===== config.mk =====
export PLATFORM = sky130hd
export DESIGN_NAME = adder_tree_acc
export DESIGN_NICKNAME = d
export VERILOG_FILES = /design/src/rtl/adder_tree_pkg.sv /design/src/rtl/adder_tree_level.sv /design/src/rtl/adder_tree_acc.sv
export SDC_FILE = /design/constraint.sdc
export NUM_CORES = 1
export LEC_CHECK = 0
export ABC_AREA = 1
export ABC_CLOCK_PERIOD_IN_PS = 4250
export BUFFER_PORTS_ARGS = -buffer_cell sky130_fd_sc_hd__buf_2
export CAP_MARGIN = 20
export CORE_MARGIN = 2
export CORE_UTILIZATION = 50
export DETAILED_ROUTE_END_ITERATION = 16
export PLACE_DENSITY = 0.8
export SLEW_MARGIN = 5
export SYNTH_ARGS = -nofsm -noshare
export SYNTH_HDL_FRONTEND = slang
export SYNTH_SLANG_ARGS = --single-unit

===== constraint.sdc =====
create_clock -name clk -period 4.25 [get_ports clk]
set_input_delay 1.275 -clock clk [delete_from_list [all_inputs] [get_ports clk]]
set_output_delay 1.275 -clock clk [all_outputs]
set_load 0.01 [all_outputs]

===== src/rtl/adder_tree_pkg.sv =====
// Shared types and helpers for the adder_tree_acc reduction pipeline.
// The saturating variant is selected with ADDER_TREE_ACC_SAT_EN in the top.
package adder_tree_pkg;

    localparam int DEFAULT_N     = 16;
    localparam int DEFAULT_IN_W  = 8;
    localparam int DEFAULT_ACC_W = 32;

    typedef struct packed {
        logic valid;
        logic last;
    } sideband_t;

    // Lane count rounded up to the next power of two; extra lanes are tied to zero.
    function automatic int padLanes(input int n);
        return 1 << $clog2(n);
    endfunction

endpackage


===== src/rtl/adder_tree_level.sv =====
// One registered reduction level of the adder tree: adds adjacent lane pairs
// one bit wider than the inputs and carries the valid/last sideband alongside.
module adder_tree_level
    import adder_tree_pkg::*;
#(
    parameter int IN_W_L = 8,
    parameter int PAIRS  = 1
) (
    input  logic                     clk,
    input  logic                     rst_n,
    input  logic                     en,
    input  logic signed [IN_W_L-1:0] data_i [2*PAIRS],
    input  sideband_t                sb_i,
    output logic signed [IN_W_L:0]   sum_o  [PAIRS],
    output sideband_t                sb_o
);

    logic signed [IN_W_L:0] sum_d [PAIRS];
    logic signed [IN_W_L:0] sum_q [PAIRS];
    sideband_t              sb_q;

    always_comb begin
        for (int p = 0; p < PAIRS; p++) begin
            sum_d[p] = (IN_W_L+1)'(data_i[2*p]) + (IN_W_L+1)'(data_i[2*p+1]);
        end
    end

    // The whole level freezes with the global stall enable.
    always_ff @(posedge clk) begin
        if (!rst_n) begin
            sb_q <= '0;
            for (int p = 0; p < PAIRS; p++) begin
                sum_q[p] <= '0;
            end
        end else if (en) begin
            sb_q <= sb_i;
            for (int p = 0; p < PAIRS; p++) begin
                sum_q[p] <= sum_d[p];
            end
        end
    end

    assign sum_o = sum_q;
    assign sb_o  = sb_q;

endmodule


===== src/rtl/adder_tree_acc.sv =====
// Pipelined signed adder tree with valid/ready handshake and multi-beat accumulation.
// Define ADDER_TREE_ACC_SAT_EN for a saturating accumulator and the out_sat flag.
module adder_tree_acc
    import adder_tree_pkg::*;
#(
    parameter int N      = DEFAULT_N,
    parameter int IN_W   = DEFAULT_IN_W,
    parameter int ACC_W  = DEFAULT_ACC_W,
    parameter int LEVELS = $clog2(N)
) (
    input  logic                    clk,
    input  logic                    rst_n,
    input  logic                    in_valid,
    output logic                    in_ready,
    input  logic signed [IN_W-1:0]  in_data [N-1:0],
    input  logic                    in_last,
    output logic                    out_valid,
    input  logic                    out_ready,
    output logic signed [ACC_W-1:0] out_data
`ifdef ADDER_TREE_ACC_SAT_EN
    ,
    output logic                    out_sat
`endif
);

    localparam int NP = padLanes(N);
    localparam int TW = IN_W + LEVELS;

    logic                    en;
    logic signed [IN_W-1:0]  lanes [NP];
    sideband_t               sbIn;
    logic signed [TW-1:0]    treeData;
    sideband_t               treeSb;
    logic signed [ACC_W-1:0] treeExt;
    logic signed [ACC_W-1:0] sumVal;

    logic signed [ACC_W-1:0] acc_d, acc_q;
    logic signed [ACC_W-1:0] outData_d, outData_q;
    logic                    outValid_d, outValid_q;

    // Single stall enable: everything moves unless a result is stuck at the output.
    assign en       = !outValid_q || out_ready;
    assign in_ready = en;
    assign sbIn     = '{valid: in_valid, last: in_last};

    for (genvar i = 0; i < NP; i++) begin : g_lane
        if (i < N) begin : g_real
            assign lanes[i] = in_data[i];
        end else begin : g_pad
            assign lanes[i] = '0;
        end
    end

    for (genvar k = 1; k <= LEVELS; k++) begin : g_lvl
        localparam int PAIRS = NP >> k;
        logic signed [IN_W+k-1:0] sum [PAIRS];
        sideband_t                sb;

        if (k == 1) begin : g_src
            adder_tree_level #(
                .IN_W_L(IN_W),
                .PAIRS (PAIRS)
            ) u_level (
                .clk   (clk),
                .rst_n (rst_n),
                .en    (en),
                .data_i(lanes),
                .sb_i  (sbIn),
                .sum_o (sum),
                .sb_o  (sb)
            );
        end else begin : g_src
            adder_tree_level #(
                .IN_W_L(IN_W + k - 1),
                .PAIRS (PAIRS)
            ) u_level (
                .clk   (clk),
                .rst_n (rst_n),
                .en    (en),
                .data_i(g_lvl[k-1].sum),
                .sb_i  (g_lvl[k-1].sb),
                .sum_o (sum),
                .sb_o  (sb)
            );
        end
    end

    // With a single lane there is no tree and the accumulator sees the input directly.
    if (LEVELS == 0) begin : g_flat
        assign treeData = lanes[0];
        assign treeSb   = sbIn;
    end else begin : g_tree
        assign treeData = g_lvl[LEVELS].sum[0];
        assign treeSb   = g_lvl[LEVELS].sb;
    end

    assign treeExt = ACC_W'(treeData);

`ifdef ADDER_TREE_ACC_SAT_EN
    localparam logic signed [ACC_W-1:0] ACC_MAX = {1'b0, {(ACC_W-1){1'b1}}};
    localparam logic signed [ACC_W-1:0] ACC_MIN = ~ACC_MAX;

    logic signed [ACC_W:0] wideSum;
    logic                  clamp;
    logic                  satSticky_d, satSticky_q;
    logic                  outSat_d, outSat_q;

    assign wideSum = (ACC_W+1)'(treeExt) + (ACC_W+1)'(acc_q);
    assign clamp   = wideSum[ACC_W] ^ wideSum[ACC_W-1];
    assign sumVal  = !clamp ? wideSum[ACC_W-1:0] : (wideSum[ACC_W] ? ACC_MIN : ACC_MAX);
`else
    assign sumVal  = treeExt + acc_q;
`endif

    always_comb begin
        acc_d      = acc_q;
        outData_d  = outData_q;
        outValid_d = outValid_q;
`ifdef ADDER_TREE_ACC_SAT_EN
        satSticky_d = satSticky_q;
        outSat_d    = outSat_q;
`endif
        if (en) begin
            outValid_d = 1'b0;
            if (treeSb.valid) begin
                if (treeSb.last) begin
                    outData_d  = sumVal;
                    outValid_d = 1'b1;
                    acc_d      = '0;
`ifdef ADDER_TREE_ACC_SAT_EN
                    outSat_d    = satSticky_q | clamp;
                    satSticky_d = 1'b0;
`endif
                end else begin
                    acc_d = sumVal;
`ifdef ADDER_TREE_ACC_SAT_EN
                    satSticky_d = satSticky_q | clamp;
`endif
                end
            end
        end
    end

    always_ff @(posedge clk) begin
        if (!rst_n) begin
            acc_q      <= '0;
            outData_q  <= '0;
            outValid_q <= 1'b0;
        end else begin
            acc_q      <= acc_d;
            outData_q  <= outData_d;
            outValid_q <= outValid_d;
        end
    end

`ifdef ADDER_TREE_ACC_SAT_EN
    always_ff @(posedge clk) begin
        if (!rst_n) begin
            satSticky_q <= 1'b0;
            outSat_q    <= 1'b0;
        end else begin
            satSticky_q <= satSticky_d;
            outSat_q    <= outSat_d;
        end
    end

    assign out_sat = outSat_q;
`endif

    assign out_valid = outValid_q;
    assign out_data  = outData_q;

endmodule


# Yosys cells after proc, flatten, opt, wreduce, memory -nomap -nowiden
# Cells that the tools add are included.
[word_totals]
reg_bits = 219
inputBits = 133
out_inout_bits = 34
wordCells = 49
[op_classes]
n_addsub = 16
n_mux = 3
n_reduce_logical = 4
[ops]
columns = ["op", "count"]
rows = [
  ["$add 8x8->9", 8],
  ["$add 9x9->10", 4],
  ["$add 12x32->32", 1],
  ["$mux 32", 1],
  ["$add 10x10->11", 2],
  ["$add 11x11->12", 1],
  ["$reduce_and 3->1", 1],
  ["$mux 1", 2],
  ["$reduce_and 2->1", 1],
  ["$logic_not 1->1", 1],
  ["$logic_or 1x1->1", 1],
]

# Logic depth before layout (Yosys ltp)
[logic_depth]
depth_word = 3
depth_mapped = 15
depth_no_buf = 15

# Hierarchy
# From an unflattened synthesis, not the netlist that was laid out.
[hier_totals]
hier_cells = 2792
hier_area_um2 = 17142.7
[by_module_without_submodules]
columns = ["module", "n_inst", "cells_per_inst", "area_each_um2", "seq_area_each_um2"]
rows = [
  ["adder_tree_level (g_lvl[1].g_src.u_level)", 1, 929, 5863.1, 1481.4],
  ["adder_tree_acc", 1, 820, 4775.8, 1301.2],
  ["adder_tree_level (g_lvl[2].g_src.u_level)", 1, 520, 3330.7, 840.8],
  ["adder_tree_level (g_lvl[3].g_src.u_level)", 1, 327, 1993.2, 480.5],
  ["adder_tree_level (g_lvl[4].g_src.u_level)", 1, 196, 1179.9, 280.3],
]

# Worst setup path before layout
# OpenSTA, ideal clock, no wires.
[synth_timing]
kind = "input port to output port"
from = "input out_ready"
to = "output in_ready"
t_arrival_ns = 1.952
required_ns = 2.975
path_slack_ns = 1.023
stages = 4
path_buffers = 2
path_cell_list = "nor2_1 > inv_1 > clkbuf_1 > clkbuf_1"
[synth_between]
elab_chain_cells = 1
[synth_rtl]
columns = ["element", "line_no", "source"]
rows = [
  ["start, declared", "adder_tree_acc.sv:18", "input logic out_ready,"],
  ["$logic_or 1x1->1", "adder_tree_acc.sv:42", "assign en = !outValid_q || out_ready;"],
  ["end, declared", "adder_tree_acc.sv:14", "output logic in_ready,"],
]
# Every way passes these cells.

# Final worst setup path
# Same ends and word-level chain as after synthesis.

==> impl_metrics.py <==
metrics = {
    "outcome": {
        "status": "finished, final reports clean",
    },
    "cells_and_area": {
        "antennaDiodeCount": 0,
        "layout.nets": 2644,
        "drive_gt1_share_pct": 9.617,
        "ff_latch_area_um2": 4384,
        "syn_to_final_growth_pct": 12.93,
        "multiInputGateArea_um2": 9313,
        "nFillCells": 2858,
        "utilization_pct": 57.74,
    },
    "yosys": {
        "netlist-cell-type-count": 35,
        "ys_ff_latch": 219,
        "synth_area_um2": 15230,
        "synthSimpleGateAreaFrac_pct": 22.87,
        "synthTopCellsByArea": "dfxtp_1, ha_1, nand2_1",
        "synth_xor_area_share_pct": 6.094,
        "synth_top_family_by_area": "simple AND/OR/NAND/NOR gates",
        "synth_top_area_share_pct": 28.78,
        "synthMuxAreaShare_pct": 0,
        "seq_area_frac_synth_pct": 28.78,
        "synth_cells": 2201,
        "synth_fp_nets": 2512,
        "synth_compound_area_share_pct": 16.70,
        "yosys.area.top_type": "dfxtp_1",
        "synthAdderAreaFrac_pct": 15.41,
        "ys_warn_count": 0,
        "avgSynthCellArea_um2": 6.922,
    },
    "detailed_routing": {
        "routed_wl_mm": 35.07,
        "wire_per_inst_um": 12.80,
        "antenna_left": 0,
        "dr.pass1.iters": 7,
        "drc_errors": 0,
        "drt_iter0_drc": 795,
        "vias": 14016,
        "vias_per_cell": 5.115,
    },
    "worst_setup_path": {
        "critPathBufInv": 3,
        "cpPeakStageDelay_ns": 0.19,
        "criticalPathCategory": "input port to output pin",
        "cp_data_required_time_ns": 2.97,
        "r2r-start": "g_lvl[4].g_src.u_level.sum_o[11]",
        "cp.depth": 4,
        "worstSetupEndpointType": "output pin",
        "worstSetupStartpointType": "input port",
        "startpoint": "out_ready",
        "reg2regPathDepth": 13,
        "crit_end": "in_ready",
        "critical_path.slowest_cell": "nor2_4",
        "cp_cell_sequence": "buf_2 -> nor2_4 -> inv_6 -> buf_2",
        "r2r_slack_ns": 1.56,
        "arrival_ns": 1.91,
        "path_common_cell": "buf_2",
        "critical-path-top-delay-family": "buffers and inverters",
        "worstReg2RegEnd": "out_data[31]",
        "cp_max_fo": 36,
    },
    "clocking": {
        "cts_tree": "done",
        "clk_path_buf_depth": 3,
        "hold_buffers": 0,
        "cts_root_buf": "clkbuf_16",
        "htree_levels": 1,
        "clkTransAtPathRegs_ns": 0.06,
        "worstSkewPairLatency_ns": 0.55,
        "cts_setup_buffers": 0,
        "cts_num_sinks": 219,
        "post_cts_resized": 0,
        "numCtsBuffers": 24,
    },
    "floorplanning": {
        "die_x_um": 178.6,
        "pin_count": 167,
        "start_util_pct": 51.13,
        "die-area_um2": 31880,
        "die_h_um": 178.6,
        "rows": 63,
        "coreArea_um2": 29800,
    },
    "placement": {
        "gp_congestion": 0.9196,
        "dp_hpwl_mm": 26.00,
        "portBuffers": 166,
        "post-place-ws_ns": 1.077,
    },
    "global_routing": {
        "grt_pass1_wl_mm": 59.49,
        "gr-total-overflow": 0,
        "grt_pass1_vias": 13100,
        "grt.total_usage_pct": 22.13,
        "grt_start_max_net_pins": 104,
        "grt_antenna_before_repair": 0,
    },
    "timing": {
        "worst_pin_slew_ns": 1.059,
        "fin_worst_skew_ns": 0.01726,
        "clock.fmax_mhz": 314.3,
        "hold_viol_final": 0,
        "maxSlewViolCount": 0,
        "setup_viol_count_final": 0,
        "min_period_over_period_pct": 74.87,
        "final.setup.worst_slack_ns": 1.068,
        "grt_setup_unrepaired": "no",
        "fin_crit_ns": 3.182,
        "slew_headroom_pct": 29.37,
        "finalSetupTns_ns": 0,
    },
    "power": {
        "ir_drop_mv": 0.3305,
        "finalPower_mw": 6.537,
        "p_leak_nw": 9.784,
        "pwr_density_cell_nw_per_um2": 380.0,
    },
    "run": {
        "drv_cap": 0,
    },
    "worst_hold_path": {
        "worst_hold_path_type": "flip-flop to flip-flop",
    },
}
## metal layers
layer / GRT usage [%] / wire (µm) / vias to the layer above
met4: 4.946 / 727 / 0
met5: 0 / 0 / -
li1: - / - / 7396
met1: 28.91 / 16230 / 6304
met2: 39.30 / 16740 / 268
met3: 2.174 / 1379 / 48
## placed cells by master (no fill, tap or decap), types with 2 or more instances in the layout
| cell type | Yosys | final |
|---|---|---|
| a21o_1 | 14 | 14 |
| a21oi_1 | 166 | 166 |
| a31oi_1 | 2 | 2 |
| and2_1 | 4 | 4 |
| buf_2 | 15 | 165 |
| buf_4 | 1 | 10 |
| bufinv_16 | 0 | 4 |
| clkbuf_1 | 43 | 5 |
| clkbuf_16 | 0 | 24 |
| clkbuf_8 | 0 | 5 |
| clkinv_2 | 0 | 3 |
| dfxtp_1 | 219 | 219 |
| fa_1 | 16 | 16 |
| ha_1 | 162 | 162 |
| inv_1 | 326 | 325 |
| inv_2 | 2 | 2 |
| nand2_1 | 493 | 493 |
| nand2_2 | 3 | 3 |
| nand3_1 | 125 | 125 |
| nand3b_1 | 5 | 5 |
| nand4_1 | 22 | 22 |
| nor2_1 | 193 | 192 |
| nor2_2 | 2 | 2 |
| nor3_1 | 5 | 5 |
| o211ai_1 | 39 | 39 |
| o21a_1 | 2 | 2 |
| o21ai_0 | 151 | 151 |
| o21bai_1 | 69 | 69 |
| xnor2_1 | 16 | 16 |
| xor2_1 | 90 | 90 |
## where the power goes
part,total [mW],switching [mW],internal (mW)
registers,2.51,0.196,2.31
clock network,2.25,0.873,1.38
logic,1.78,1.05,0.733
## cell usage after synthesis
cell,number
buf_2,15
o21a_1,2
and2_1,4
nand3b_2,1
ha_1,162
dlymetal6s2s_1,1
a31oi_1,2
a21oi_1,166
o211ai_1,39
dfxtp_1,219
nand3_2,1
xor2_1,90
o21bai_1,69
inv_1,326
a22oi_1,1
nor2_2,2
xnor2_1,16
a21o_1,14
nor3_1,5
nand3b_1,5
nand4_1,22
nor2_1,193
clkbuf_1,43
dlygate4sd1_1,1
o21ai_0,151
buf_6,2
or2_2,1
buf_1,7
nand3_1,125
buf_4,1
fa_1,16
nand2_2,3
nand2_1,493
inv_2,2
a211oi_1,1
## worst min-delay path by stage
stage	from	end	slack, ns	depth (start not counted)
final	g_lvl[1].g_src.u_level.sum_o[44]	g_lvl[1].g_src.u_level.sum_o[44]	0.47	2
after floorplan	g_lvl[2].g_src.u_level.sum_o[19]	g_lvl[2].g_src.u_level.sum_o[19]	0.45	2
after global routing	g_lvl[1].g_src.u_level.sum_o[44]	g_lvl[1].g_src.u_level.sum_o[44]	0.49	2
after global placement	acc_q[16]	acc_q[16]	0.46	2
after detailed placement	g_lvl[1].g_src.u_level.sum_o[44]	g_lvl[1].g_src.u_level.sum_o[44]	0.46	2
after CTS	g_lvl[3].g_src.u_level.sum_o[21]	g_lvl[3].g_src.u_level.sum_o[21]	0.47	2
## per-stage QoR
stage	cell area [µm²]	hold WS, ns	std cells
2_1_floorplan	15230	0.4491	2201
3_3_place_gp	16320	0.4578	2696
3_5_place_dp	16320	0.4629	2696
4_1_cts	17180	0.4719	2739
5_1_grt	17200	0.4885	2740
6_report	17200	0.4695	2740
## area by class of cell
class | count | area share [%]
multi-input cells | 1584 | 54.13
flip-flops and latches | 219 | 25.48
inverters | 328 | 7.185
repair buffers | 176 | 5.353
clock buffers | 34 | 4.000
well taps | 390 | 2.836
clock inverters | 9 | 1.011
## worst register-to-register path: stages, from the launching register on
cell and delay [ns]:
dfxtp_1 0.98, ha_1 0.44, nand2_1 0.15, inv_1 0.06
nand2_1 0.06, nand2_1 0.08, nand2_1 0.07, nand2_1 0.07
a21oi_1 0.27, nand3_1 0.16, nand2_1 0.09, nand2_1 0.05
nand2_1 0.08, inv_1 0.04
## state kept, by name, indices dropped and copies added, names as in the netlist
signal / count
g_lvl.g_src.u_level.sum_o: 146
acc_q: 32
out_data: 32
g_lvl.g_src.u_level.sb_o: 8
out_valid: 1
## cell families after synthesis
logic type	after synthesis
AO/OA/AOI/OAI	445
XOR/XNOR	106
adder cells (fa/ha/maj)	178
buffers and inverters	398
flip-flops	219
AND/OR/NAND/NOR	855
(Power assumes the default switching activity.)
